[src/rtl/stopwatch_pkg.sv]
// Shared types and constants for the stopwatch control sequencer.
// The presets are also used by the counter's load input.
package stopwatch_pkg;

    typedef enum logic [2:0] {
        ST_IDLE,
        ST_RUN,
        ST_PAUSE,
        ST_LAP,
        ST_DONE,
        ST_ERROR
    } state_e;

    localparam logic [3:0]  ERR_NONE   = 4'd0;
    localparam logic [3:0]  ERR_CFG    = 4'd1;
    localparam logic [3:0]  ERR_OVF    = 4'd2;

    localparam logic [15:0] PRESET_SEC = 16'h0030;
    localparam logic [15:0] PRESET_MIN = 16'h0500;
    localparam logic [15:0] OVF_VALUE  = 16'h5959;

    function automatic logic [15:0] err_pattern(input logic [3:0] code);
        return {8'hEE, 4'h0, code};
    endfunction

endpackage

[src/rtl/btn_debounce.sv]
// Push-button conditioner: 2-flop synchroniser, stability counter and a
// single-cycle press pulse on each accepted rising level.
module btn_debounce #(
    parameter int DEBOUNCE_CYCLES = 16
) (
    input  logic clk_i,
    input  logic rst_ni,
    input  logic btn_i,
    output logic press_o
);

    localparam int CW = (DEBOUNCE_CYCLES > 1) ? $clog2(DEBOUNCE_CYCLES) : 1;
    localparam logic [CW-1:0] LAST = CW'(DEBOUNCE_CYCLES - 1);

    logic          sync1_q, sync2_q;
    logic          stable_q, stable_d;
    logic          press_q, press_d;
    logic [CW-1:0] cnt_q, cnt_d;

    // The counter only runs while the synchronised input disagrees with the
    // accepted level; any glitch back to the accepted level restarts it.
    always_comb begin
        stable_d = stable_q;
        cnt_d    = '0;
        press_d  = 1'b0;
        if (sync2_q != stable_q) begin
            if (cnt_q == LAST) begin
                stable_d = sync2_q;
                press_d  = sync2_q;
            end else begin
                cnt_d = cnt_q + CW'(1);
            end
        end
    end

    always_ff @(posedge clk_i or negedge rst_ni) begin
        if (!rst_ni) begin
            sync1_q  <= 1'b0;
            sync2_q  <= 1'b0;
            stable_q <= 1'b0;
            press_q  <= 1'b0;
            cnt_q    <= '0;
        end else begin
            sync1_q  <= btn_i;
            sync2_q  <= sync1_q;
            stable_q <= stable_d;
            press_q  <= press_d;
            cnt_q    <= cnt_d;
        end
    end

    assign press_o = press_q;

endmodule

[src/rtl/stopwatch_ctrl.sv]
// Stopwatch control sequencer: turns button presses and mode DIPs into
// registered counter strobes, lap hold and error display control.
module stopwatch_ctrl
    import stopwatch_pkg::*;
#(
    parameter int DEBOUNCE_CYCLES = 16
) (
    input  logic        MAINCLOCK,
    input  logic        MAINRESETN,
    input  logic        TICK1S,
    input  logic        BTN_START,
    input  logic        BTN_LAP,
    input  logic        DIP_SEC,
    input  logic        DIP_MIN,
    input  logic [15:0] MCOUNT,
    output logic        CNT_STEP,
    output logic        CNT_DOWN,
    output logic        CNT_LOAD,
    output logic        CNT_CLR,
    output logic        LAP_HOLD,
    output logic        ERR,
    output logic [15:0] ERR_DIGITS
);

    logic start_press, lap_press;
    logic start_ev, lap_ev;

    btn_debounce #(.DEBOUNCE_CYCLES(DEBOUNCE_CYCLES)) u_db_start (
        .clk_i(MAINCLOCK), .rst_ni(MAINRESETN), .btn_i(BTN_START), .press_o(start_press)
    );

    btn_debounce #(.DEBOUNCE_CYCLES(DEBOUNCE_CYCLES)) u_db_lap (
        .clk_i(MAINCLOCK), .rst_ni(MAINRESETN), .btn_i(BTN_LAP), .press_o(lap_press)
    );

    // START has priority; a coincident LAP press is discarded.
    assign start_ev = start_press;
    assign lap_ev   = lap_press & ~start_press;

    state_e     state_q, state_d;
    logic       step_q, step_d, load_q, load_d, clr_q, clr_d;
    logic       down_q, down_d, hold_q, hold_d, err_q, err_d;
    logic [3:0] code_q, code_d;
    logic       counting, cfg_bad, countdown_sel, at_zero, at_ovf;

    assign counting      = (state_q == ST_RUN) || (state_q == ST_LAP);
    assign cfg_bad       = DIP_SEC & DIP_MIN;
    assign countdown_sel = DIP_SEC | DIP_MIN;
    assign at_zero       = down_q && (MCOUNT == 16'h0000);
    assign at_ovf        = !down_q && TICK1S && (MCOUNT == OVF_VALUE);

    always_ff @(posedge MAINCLOCK or negedge MAINRESETN) begin
        if (!MAINRESETN) state_q <= ST_IDLE;
        else             state_q <= state_d;
    end

    always_comb begin
        state_d = state_q;
        unique case (state_q)
            ST_IDLE:  if (start_ev) state_d = cfg_bad ? ST_ERROR : ST_RUN;
            ST_RUN: begin
                if      (start_ev) state_d = ST_PAUSE;
                else if (lap_ev)   state_d = ST_LAP;
                else if (at_zero)  state_d = ST_DONE;
                else if (at_ovf)   state_d = ST_ERROR;
            end
            ST_LAP: begin
                if      (start_ev) state_d = ST_PAUSE;
                else if (lap_ev)   state_d = ST_RUN;
                else if (at_zero)  state_d = ST_DONE;
                else if (at_ovf)   state_d = ST_ERROR;
            end
            ST_PAUSE: begin
                if      (start_ev) state_d = ST_RUN;
                else if (lap_ev)   state_d = ST_IDLE;
            end
            ST_DONE, ST_ERROR: if (start_ev || lap_ev) state_d = ST_IDLE;
            default:  state_d = ST_IDLE;
        endcase
    end

    // Steps at zero (countdown) or at 59:59 (up) are suppressed so the counter never wraps.
    always_comb begin
        step_d = TICK1S && counting && !at_zero && !at_ovf;
        load_d = 1'b0;
        clr_d  = 1'b0;
        down_d = down_q;
        code_d = code_q;
        unique case (state_q)
            ST_IDLE: begin
                if (start_ev && cfg_bad) begin
                    code_d = ERR_CFG;
                end else if (start_ev) begin
                    load_d = countdown_sel;
                    clr_d  = !countdown_sel;
                    down_d = countdown_sel;
                end else if (lap_ev) begin
                    clr_d = 1'b1;
                end
            end
            ST_RUN, ST_LAP: if (state_d == ST_ERROR) code_d = ERR_OVF;
            ST_PAUSE:       clr_d = lap_ev;
            ST_DONE:        clr_d = start_ev || lap_ev;
            ST_ERROR: begin
                if (start_ev || lap_ev) begin
                    clr_d  = 1'b1;
                    code_d = ERR_NONE;
                end
            end
            default: ;
        endcase
        hold_d = (state_d == ST_LAP);
        err_d  = (state_d == ST_ERROR);
    end

    always_ff @(posedge MAINCLOCK or negedge MAINRESETN) begin
        if (!MAINRESETN) begin
            step_q <= 1'b0;
            load_q <= 1'b0;
            clr_q  <= 1'b0;
            down_q <= 1'b0;
            hold_q <= 1'b0;
            err_q  <= 1'b0;
            code_q <= ERR_NONE;
        end else begin
            step_q <= step_d;
            load_q <= load_d;
            clr_q  <= clr_d;
            down_q <= down_d;
            hold_q <= hold_d;
            err_q  <= err_d;
            code_q <= code_d;
        end
    end

    assign CNT_STEP   = step_q;
    assign CNT_LOAD   = load_q;
    assign CNT_CLR    = clr_q;
    assign CNT_DOWN   = down_q;
    assign LAP_HOLD   = hold_q;
    assign ERR        = err_q;
    assign ERR_DIGITS = err_pattern(code_q);

endmodule

[config.mk]
export PLATFORM = sky130hd
export DESIGN_NAME = stopwatch_ctrl
export DESIGN_NICKNAME = d
export VERILOG_FILES = /design/src/rtl/stopwatch_pkg.sv /design/src/rtl/btn_debounce.sv /design/src/rtl/stopwatch_ctrl.sv
export SDC_FILE = /design/constraint.sdc
export NUM_CORES = 1
export LEC_CHECK = 0
export BUFFER_PORTS_ARGS = -buffer_cell sky130_fd_sc_hd__buf_2
export CORE_MARGIN = 2
export CORE_UTILIZATION = 49
export DETAILED_ROUTE_END_ITERATION = 6
export HOLD_SLACK_MARGIN = 0.03
export PLACE_DENSITY = 0.89
export SYNTH_ARGS = -nofsm -noshare
export SYNTH_HDL_FRONTEND = slang
export SYNTH_HIERARCHICAL = 1
export SYNTH_SLANG_ARGS = --single-unit
export TNS_END_PERCENT = 1
[constraint.sdc]
create_clock -name MAINCLOCK -period 2 [get_ports MAINCLOCK]
set_input_delay 0.1 -clock MAINCLOCK [delete_from_list [all_inputs] [get_ports MAINCLOCK]]
set_output_delay 0.1 -clock MAINCLOCK [all_outputs]
set_load 0.02 [all_outputs]
==> impl_metrics.json <==
{
  "peakVddDrop_mv": 0.5135,
  "drtAntennaViolNets": 0,
  "timing.fmax_mhz": 582.5,
  "synthAdderAreaFrac_pct": 1.823,
  "drt_iter0_markers": 31,
  "io_pins": 45,
  "synthDistinctLibCells": 45,
  "avgRoutedWirePerCell_um": 13.33,
  "nets": 177,
  "cts_sinks": 27,
  "finalPower_uw": 909.2,
  "nFillCells": 240,
  "tightest_slew_ns": 0.5783,
  "grt_max_degree": 28,
  "finalSetupViolations": 0,
  "p_per_area_nw_per_um2": 586.5,
  "synth_mux_area_share_pct": 2.188,
  "cp-end-kind": "register",
  "drc": 0,
  "avgSynthCellArea_um2": 11.73,
  "gp_congestion": 0.8857,
  "synth_top_cell_by_area": "dfrtp_1",
  "synth_top_family_by_area": "simple AND/OR/NAND/NOR gates",
  "maxSlewHeadroom_pct": 61.44,
  "rsz0062_at_grt": "false",
  "r2r_end": "code_q[0]",
  "synth_top_cell_area_share_pct": 49.23,
  "fin_crit_sh_pct": 85.84,
  "path_clk_slew_ns": 0.14,
  "startpoint": "state_q[2]",
  "grt-ovfl-total": 0,
  "ctsResizeCount": 0,
  "grt_use_total_pct": 15.90,
  "clockBufferDepth": 2,
  "dieArea_um2": 3240,
  "rrSetupSlack_ns": 0.28,
  "dp_hpwl_um": 1883,
  "die_h_um": 56.93,
  "outcome": "completed",
  "syn-instance-count": 117,
  "hold_viol_final": 0,
  "synth-simple-area-share_pct": 20.05,
  "seq_area_frac_synth_pct": 49.23,
  "worstSetupEndpoint": "code_q[0]",
  "required_ns": 2.22,
  "cts_buffers": 3,
  "whs_ns": 0.08433,
  "start_util_pct": 50.65,
  "setup_ws_ns": 0.2833,
  "slew_viol_final": 0,
  "worstPathArrival_ns": 1.93,
  "post_cts_buffers": 0,
  "rows": 19,
  "leakagePower_uw": 0.0007547,
  "cap_violations": 0,
  "synth_xor_area_share_pct": 3.191,
  "clock_latency_ns": 0.32,
  "core_area_um2": 2710,
  "synth_area_um2": 1373,
  "ys.warnings.count": 6,
  "root_buffer": "clkbuf_4",
  "synth.area.top_cells": "dfrtp_1 (49%), buf_4 (7.7%), xnor2_1 (2.6%)",
  "area_delta_synth_final_pct": 12.94,
  "ys_seq_elements": 27,
  "grt_first_pass_wirelength_um": 4064,
  "vias": 980,
  "io_buffers": 30,
  "path_class": "reg -> reg",
  "grt_pass1_vias": 937,
  "fin_crit_ns": 1.717,
  "synth_compound_area_share_pct": 13.95,
  "worstRegToRegCells": 5,
  "cts_tree": "done",
  "drive_above_1_share_pct": 33.77,
  "first_pass_iters": 4,
  "reg2reg_from": "state_q[2]",
  "diodes": 0,
  "htreeDepth": 1,
  "multi_input_area_um2": 618.1,
  "antenna_found_initial": 0,
  "regArea_um2": 675.6,
  "setup_tns_ns": 0,
  "dp_slack_ns": 0.3272,
  "place_inst": 175,
  "start_kind": "register",
  "worst_hold_path_type": "in -> reg",
  "routed_wl_um": 2426,
  "instances_no_fill": 182,
  "clock-skew-final_ns": 0.005257,
  "crit_fanout": 10,
  "viasPerCell": 5.385,
  "fp.dieW_um": 56.93
}
through the flow:
stage                     cell area [um^2]  utilization [%]
final                                 1550            57.20
after global routing                  1550            57.20
after CTS                             1550            57.20
after detailed placement              1490            54.99
after global placement                1490            54.99
after floorplan                       1418                -
registers in the layout, indices dropped and copies added, names as in the netlist:
name	cells
u_db_lap/sync2_q	1
LAP_HOLD	1
code_q	2
u_db_lap/stable_q	1
u_db_start/sync2_q	1
CNT_STEP	1
u_db_lap/sync1_q	1
u_db_lap/press_o	1
u_db_start/stable_q	1
CNT_DOWN	1
CNT_LOAD	1
u_db_start/sync1_q	1
ERR	1
CNT_CLR	1
u_db_lap/cnt_q	4
state_q	3
u_db_start/cnt_q	4
u_db_start/press_o	1
what timing repair did:
action / CTS / global route
endpoints found under the setup margin: 0 / 0
endpoints found under the hold margin: 29 / 0
hold buffers: 3 / 0
where the power goes:
group / switching, uW / total, uW / internal, uW
clock: 155 / 231 / 76.3
sequential: 13.3 / 575 / 561
combinational: 63.6 / 104 / 40.2
placed cells by master (no fill, tap or decap), drive strengths merged, types with 2 or more instances in the layout:
master	netlist	layout
and2	2	2
a211oi	2	2
dlygate4sd3	0	3
or4	2	2
nor3	3	3
a21o	3	3
nand2	4	4
o32ai	2	2
inv	2	2
nor2	8	8
o21a	2	2
nor3b	4	4
a31oi	3	3
a21oi	3	3
clkbuf	0	3
xnor2	4	4
dfrtp	27	27
nand3	2	2
a311oi	2	2
nand2b	2	2
mux2	2	2
nor2b	2	2
buf	15	30
conb	2	14
ha	2	2
synthesized netlist by cell type (all sizes together):
cell     n
and2b    1
xor2     1
xnor2    4
ha       2
mux2     2
nor3     3
a32oi    1
o31ai    1
nor2b    2
nand4b   1
nand3    2
a311oi   2
o32ai    2
o31a     1
or2b     1
and2     2
a21o     3
nor4     1
nand4    1
and4     1
or4      2
or2      1
inv      2
nand2b   2
buf     15
o21ai    1
a21oi    3
o22ai    1
nor2     8
o21a     2
dfrtp   27
o211ai   1
a211oi   2
nor3b    4
nor4b    1
a31oi    3
nand2    4
and3     1
conb     2
and4b    1
area by class of cell:
type,count,area share (%)
multi-input cells,85,39.87
repair buffers,33,11.62
clock inverters,1,0.4843
inverters,2,0.4843
well taps,31,2.502
clock buffers,3,1.453
flip-flops and latches,27,43.58
worst min path at each step:
stage          startpoint  slack [ns]  depth (start not counted)        to
6_report          DIP_SEC        0.08                          3  CNT_DOWN
5_1_grt            TICK1S        0.07                          2  CNT_STEP
4_1_cts            TICK1S        0.07                          2  CNT_STEP
3_5_place_dp   MAINRESETN        0.14                          1  CNT_LOAD
3_3_place_gp   MAINRESETN        0.12                          1  CNT_STEP
2_1_floorplan  MAINRESETN       -0.20                          0   CNT_CLR
per-layer routing:
| layer | vias up | GRT usage (%) | part of all wire, % |
|---|---|---|---|
| met3 | 2 | 3.226 | 8.1 |
| met4 | 0 | 4.983 | 0.49 |
| met1 | 468 | 18.83 | 40 |
| met2 | 43 | 28.74 | 51 |
| met5 | - | 0 | 0 |
| li1 | 467 | - | - |
kinds of logic after synthesis:
family	count (synthesis)
other cells	2
xor+xnor	5
flops	27
compound gates	23
fa+ha+maj	2
simple gates	39
mux	2
buf+inv	17
worst max-delay path: stages, from the launching register on:
cell	delay, ns
dfrtp_1	0.51
nor4b_2	0.41
and2b_1	0.23
a31oi_1	0.08
o21a_1	0.15
o31a_1	0.23
Power figures use the tool's default switching activity.
